==> config.mk <==
export PLATFORM = sky130hd
export DESIGN_NAME = multicycle_adder
export DESIGN_NICKNAME = d
export VERILOG_FILES = /design/src/rtl/adder_pkg.sv /design/src/rtl/fa_chunk.sv /design/src/rtl/multicycle_adder.sv
export SDC_FILE = /design/constraint.sdc
export NUM_CORES = 1
export LEC_CHECK = 0
export BUFFER_PORTS_ARGS = -buffer_cell sky130_fd_sc_hd__buf_2
export CAP_MARGIN = 20
export CORE_ASPECT_RATIO = 0.5
export CORE_MARGIN = 3
export CORE_UTILIZATION = 45
export DETAILED_ROUTE_END_ITERATION = 8
export GPL_ROUTABILITY_DRIVEN = 0
export PLACE_DENSITY = 0.73
export SLEW_MARGIN = 20
export SYNTH_ARGS = -nofsm -noshare
export SYNTH_HDL_FRONTEND = slang
export SYNTH_SLANG_ARGS = --single-unit
==> constraint.sdc <==
create_clock -name clk -period 7.1 [get_ports clk]
set_input_delay 0.355 -clock clk [delete_from_list [all_inputs] [get_ports clk]]
set_output_delay 0.355 -clock clk [all_outputs]
set_load 0.03 [all_outputs]
==> src/rtl/adder_pkg.sv <==
// Shared definitions for the multi-cycle arithmetic units: FSM encoding and
// the counter-width helper.
package adder_pkg;

  typedef enum logic [1:0] {
    ST_IDLE = 2'd0,
    ST_RUN  = 2'd1,
    ST_DONE = 2'd2
  } state_e;

  // Width of a counter that indexes n items; never narrower than one bit.
  function automatic int idx_width(input int n);
    return (n <= 1) ? 1 : $clog2(n);
  endfunction

endpackage

==> src/rtl/fa_chunk.sv <==
// Combinational CHUNK-bit ripple adder built from full-adder cells; also
// exposes the carry into the top bit so the caller can derive overflow.
module fa_chunk #(
  parameter int CHUNK = 4
) (
  input  logic [CHUNK-1:0] x,
  input  logic [CHUNK-1:0] y,
  input  logic             ci,
  output logic [CHUNK-1:0] s,
  output logic             co,
  output logic             c_msb_in
);

  logic [CHUNK:0] w_c;

  assign w_c[0] = ci;

  for (genvar gi = 0; gi < CHUNK; gi++) begin : g_fa
    assign s[gi]     = x[gi] ^ y[gi] ^ w_c[gi];
    assign w_c[gi+1] = (x[gi] & y[gi]) | (x[gi] & w_c[gi]) | (y[gi] & w_c[gi]);
  end

  assign co       = w_c[CHUNK];
  assign c_msb_in = w_c[CHUNK-1];

endmodule

==> src/rtl/multicycle_adder.sv <==
// Multi-cycle add/subtract: processes CHUNK bits per clock through a single
// fa_chunk instance, with a start/busy/done handshake and carry/overflow flags.
module multicycle_adder
  import adder_pkg::*;
#(
  parameter int WIDTH = 16,
  parameter int CHUNK = 4
) (
  input  logic             clk,
  input  logic             rst_n,
  input  logic             start,
  input  logic             op_sub,
  input  logic [WIDTH-1:0] a,
  input  logic [WIDTH-1:0] b,
  input  logic             cin,
  output logic             busy,
  output logic             done,
  output logic [WIDTH-1:0] sum,
  output logic             cout,
  output logic             ovf
);

  localparam int NCHUNK = WIDTH / CHUNK;
  localparam int IDX_W  = idx_width(NCHUNK);

  if (WIDTH < 1 || CHUNK < 1 || CHUNK > WIDTH || (WIDTH % CHUNK) != 0) begin : g_bad_param
    $error("multicycle_adder: WIDTH must be a positive multiple of CHUNK");
  end

  state_e             r_state, w_state_next;
  logic [IDX_W-1:0]   r_idx;
  logic [WIDTH-1:0]   r_a, r_b, r_acc, r_sum;
  logic               r_carry, r_cout, r_ovf;

  logic [CHUNK-1:0]   w_x, w_y, w_s;
  logic               w_co, w_cmsb;
  logic [WIDTH-1:0]   w_acc_next;
  logic               w_accept, w_last;

  assign w_accept = start && (r_state != ST_RUN);
  assign w_last   = (r_idx == IDX_W'(NCHUNK - 1));

  // Select the active chunk and splice the new partial sum into the work copy.
  always_comb begin
    w_x        = '0;
    w_y        = '0;
    w_acc_next = r_acc;
    for (int i = 0; i < NCHUNK; i++) begin
      if (r_idx == IDX_W'(i)) begin
        w_x                          = r_a[i*CHUNK +: CHUNK];
        w_y                          = r_b[i*CHUNK +: CHUNK];
        w_acc_next[i*CHUNK +: CHUNK] = w_s;
      end
    end
  end

  fa_chunk #(.CHUNK(CHUNK)) u_fa_chunk (
    .x        (w_x),
    .y        (w_y),
    .ci       (r_carry),
    .s        (w_s),
    .co       (w_co),
    .c_msb_in (w_cmsb)
  );

  always_comb begin
    w_state_next = r_state;
    case (r_state)
      ST_IDLE: if (start) w_state_next = ST_RUN;
      ST_RUN:  if (w_last) w_state_next = ST_DONE;
      ST_DONE: w_state_next = start ? ST_RUN : ST_IDLE;
      default: w_state_next = ST_IDLE;
    endcase
  end

  always_ff @(posedge clk or negedge rst_n) begin
    if (!rst_n) r_state <= ST_IDLE;
    else        r_state <= w_state_next;
  end

  // The work copy r_acc absorbs intermediate chunks so the visible result
  // only changes when an operation completes.
  always_ff @(posedge clk or negedge rst_n) begin
    if (!rst_n) begin
      r_idx   <= '0;
      r_a     <= '0;
      r_b     <= '0;
      r_acc   <= '0;
      r_carry <= 1'b0;
      r_sum   <= '0;
      r_cout  <= 1'b0;
      r_ovf   <= 1'b0;
    end else if (w_accept) begin
      r_idx   <= '0;
      r_a     <= a;
      r_b     <= b ^ {WIDTH{op_sub}};
      r_carry <= op_sub ? 1'b1 : cin;
    end else if (r_state == ST_RUN) begin
      r_acc   <= w_acc_next;
      r_carry <= w_co;
      r_idx   <= r_idx + IDX_W'(1);
      if (w_last) begin
        r_sum  <= w_acc_next;
        r_cout <= w_co;
        r_ovf  <= w_co ^ w_cmsb;
      end
    end
  end

  assign busy = (r_state == ST_RUN);
  assign done = (r_state == ST_DONE);
  assign sum  = r_sum;
  assign cout = r_cout;
  assign ovf  = r_ovf;

endmodule
==> summary.md <==
| Metric | Value |
|---|---|
| Num CTS Buffers | 9 |
| Post-synth net total | between 300 and 400 |
| Clk slew on worst S/H paths | approximately 0.05 ns |
| Largest net degree at the start of global routing | between 60 and 70 |
| Most frequent cell after synthesis | dfrtp_1 |
| 1st-iter DRT viols | 143 |
| Initial antenna violation count | 0 |
| Primary FF master, synth | dfrtp_1 |
| Final setup fails | 0 |
| Top cell type's share of synthesized area | 52.1% |
| Fin Setup TNS | 0 ns |
| Io pins | 57 |
| Maxcap violations | 0 |
| Crit-path max FO | 9 |
| Tightest Pin Transition | 0.824 ns |
| FF-to-FF path depth | 14 |
| CP required | 7.34 ns |
| Via Count | 2,242 |
| Die Ht | approximately 66 um |
| Worst Skew | 0.00432 ns |
| Fmax | 0.272 GHz |
| Fin crit share | slightly above 50% |
| Synthesis-to-finish area growth | 17.3% |
| Number of global-route vias before repair | 2,275 |
| Run status | finished clean |
| Cell row count | 21 |
| Die W | 126 um |
| RSZ-0062 raised after global routing | false |
| Synth Instances | 287 |
| Fin crit period | 3.68 ns |
| Final Net Count | 381 |
| IO buf count | 56 |
| Commonest cells in the synthesized netlist | dfrtp_1 (67), nand2_1 (37), a21oi_1 (32) |
| GRT Total Usage | approximately 17% |
| Worst skew pair latency | 0.32 ns |
| EDFF count, synth | 0 |
| Post-CTS setup buffers | 0 |
| Max_slew headroom | between 40 and 50% |
| Clock sink total | 67 |
| Pwr/cell area | 589 nW/um^2 |
| CP endpoint kind | register |
| Full die area | just over 8000 um^2 |
| Leakage dissipation | ~1.7 nW |
| Vias/cell | ~5.2 |
| Worst Hold Class | input pin to async pin |
| Peak supply drop | 0.225 mV |
| DRT antenna net count | 0 |
| Post-synth cell types | 29 |
| Synth Warn # | 0 |
| Dpl cells | 417 |
| Top post-synthesis cells by area | dfrtp_1 (52%), mux2_4 (6.1%), a21oi_1 (5.0%) |
| # diodes | 0 |
| Critical Path Source Type | register |
| Post_cts resized | 0 |
| Clock root buffer master | clkbuf_16 |
| Post-synth ARST share | between 90% and 100% |
| Synth Register Bits | 67 |
| Yosys top cell by area | dfrtp_1 |
| Slew Limit Fails | 0 |
| Initial Utilization | 47.3% |
| Final Hold Fails | 0 |
| Crit path DAT | roughly 3.9 ns |
| First-pass GRT wire length | about 11 mm |
| Sequential area share after synthesis | 52.1% |
| Max Root-Sink Buffers | 2 |
| Synthesized area | 3220 um^2 |
| Residual DRC | 0 |
| Htree depth | 3 |
| Drt pass-1 iters | 4 |
| Core Area | 6810 um^2 |
| Final wirelength | between 6 and 7 mm |
| Drt wl/cell | between 10 and 15 um |
| Layout cell share with drive strength beyond 1 | about 29% |
| CTS tree | yes |
| Grt ovf | 0 |
| Syn Area/Cell | roughly 11 um^2 |
| Post-DP HPWL | around 4.4 mm |
| Non-Filler Instances | 432 |
| Kind of critical path | register to register |
| Hold buffers post-CTS | 0 |
[critical path, stage by stage, from the launching register on]
cell and delay (ns):
dfrtp_1 0.43, inv_1 0.09, ha_1 0.34, nor2_1 0.45
o211ai_1 0.16, o221ai_1 0.13, fa_1 0.21, inv_1 0.05
fa_1 0.37, fa_1 0.42, inv_1 0.09, fa_1 0.47
inv_1 0.12, mux2i_1 0.08, o21ai_0 0.17
[final cells by class]
class,instances,area (um^2)
clock inverters,2,12.5
multi-input cells,191,1400
inverters,9,33.8
repair buffers,58,295
well taps,92,115
flip-flops and latches,67,1680
clock buffers,13,250
fillers,581,3030
[final timing paths]
path	start	end	slack (ns)
min in group clk	a[3]	r_a[3]$_DFFE_PN0P_	0.26
setup reg to reg	r_idx[0]$_DFFE_PN0P_	sum[3]$_DFFE_PN0P_	3.42
max in group asynchronous	rst_n	r_b[13]$_DFFE_PN0P_	6.34
hold / removal	rst_n	sum[8]$_DFFE_PN0P_	0.20
setup / recovery	r_idx[0]$_DFFE_PN0P_	sum[3]$_DFFE_PN0P_	3.42
hold reg to reg	sum[0]$_DFFE_PN0P_	sum[0]$_DFFE_PN0P_	0.47
[cell families after synthesis]
kind of cell	share of synthesized area (%)
AOI/OAI and AO/OA	13.1
muxes	13.1
buffers and inverters	4.62
and+or+nand+nor	8.47
DFF	52.1
adders and majority gates	4.04
xor gates and xnor gates	4.62
[where the power goes]
part / internal (mW) / total [mW] / switching, mW
registers: 0.576 / 0.691 / 0.114
clock network: 0.243 / 0.391 / 0.147
logic: 0.472 / 1.15 / 0.674
[per-stage QoR]
step	setup WS (ns)	cell area [um^2]	hold WS, ns	utilization [%]	power [mW]
floorplan	3.86	3220	0.0594	-	1.56
global placement	3.63	3520	0.456	51.7	1.82
detailed placement	3.47	3520	0.465	51.7	1.85
CTS	3.42	3780	0.246	55.5	2.25
global route	3.05	3780	0.258	55.5	2.42
finish	3.42	3780	0.204	55.5	2.23
[cells in the final DEF (no fill, tap or decap), drive strengths merged, types with 2 or more instances in the layout]
cell and count:
dfrtp 67, buf 58, nand2 37, a21oi 32, o21ai 28, mux2 25, xnor2 16, clkbuf 13
nand3b 10, inv 9, mux2i 9, a31oi 4, o211ai 4, o221ai 4, o22ai 4, fa 4
ha 4, nor2 2, nand2b 2
[per-layer routing]
layer	global-route usage, %	share of wire (%)	vias to the layer above
met5	0	0	-
met4	6.35	2.1	0
met3	5.89	4.6	13
met2	26.1	47	57
met1	21.5	46	1081
li1	-	-	1091
[state kept, by name (all words and copies together), names as in the netlist, 2 cells and up]
name and flops:
r_state 2, r_idx 2, sum 16, r_acc 12, r_a 16, r_b 16
(Power assumes the default switching activity.)
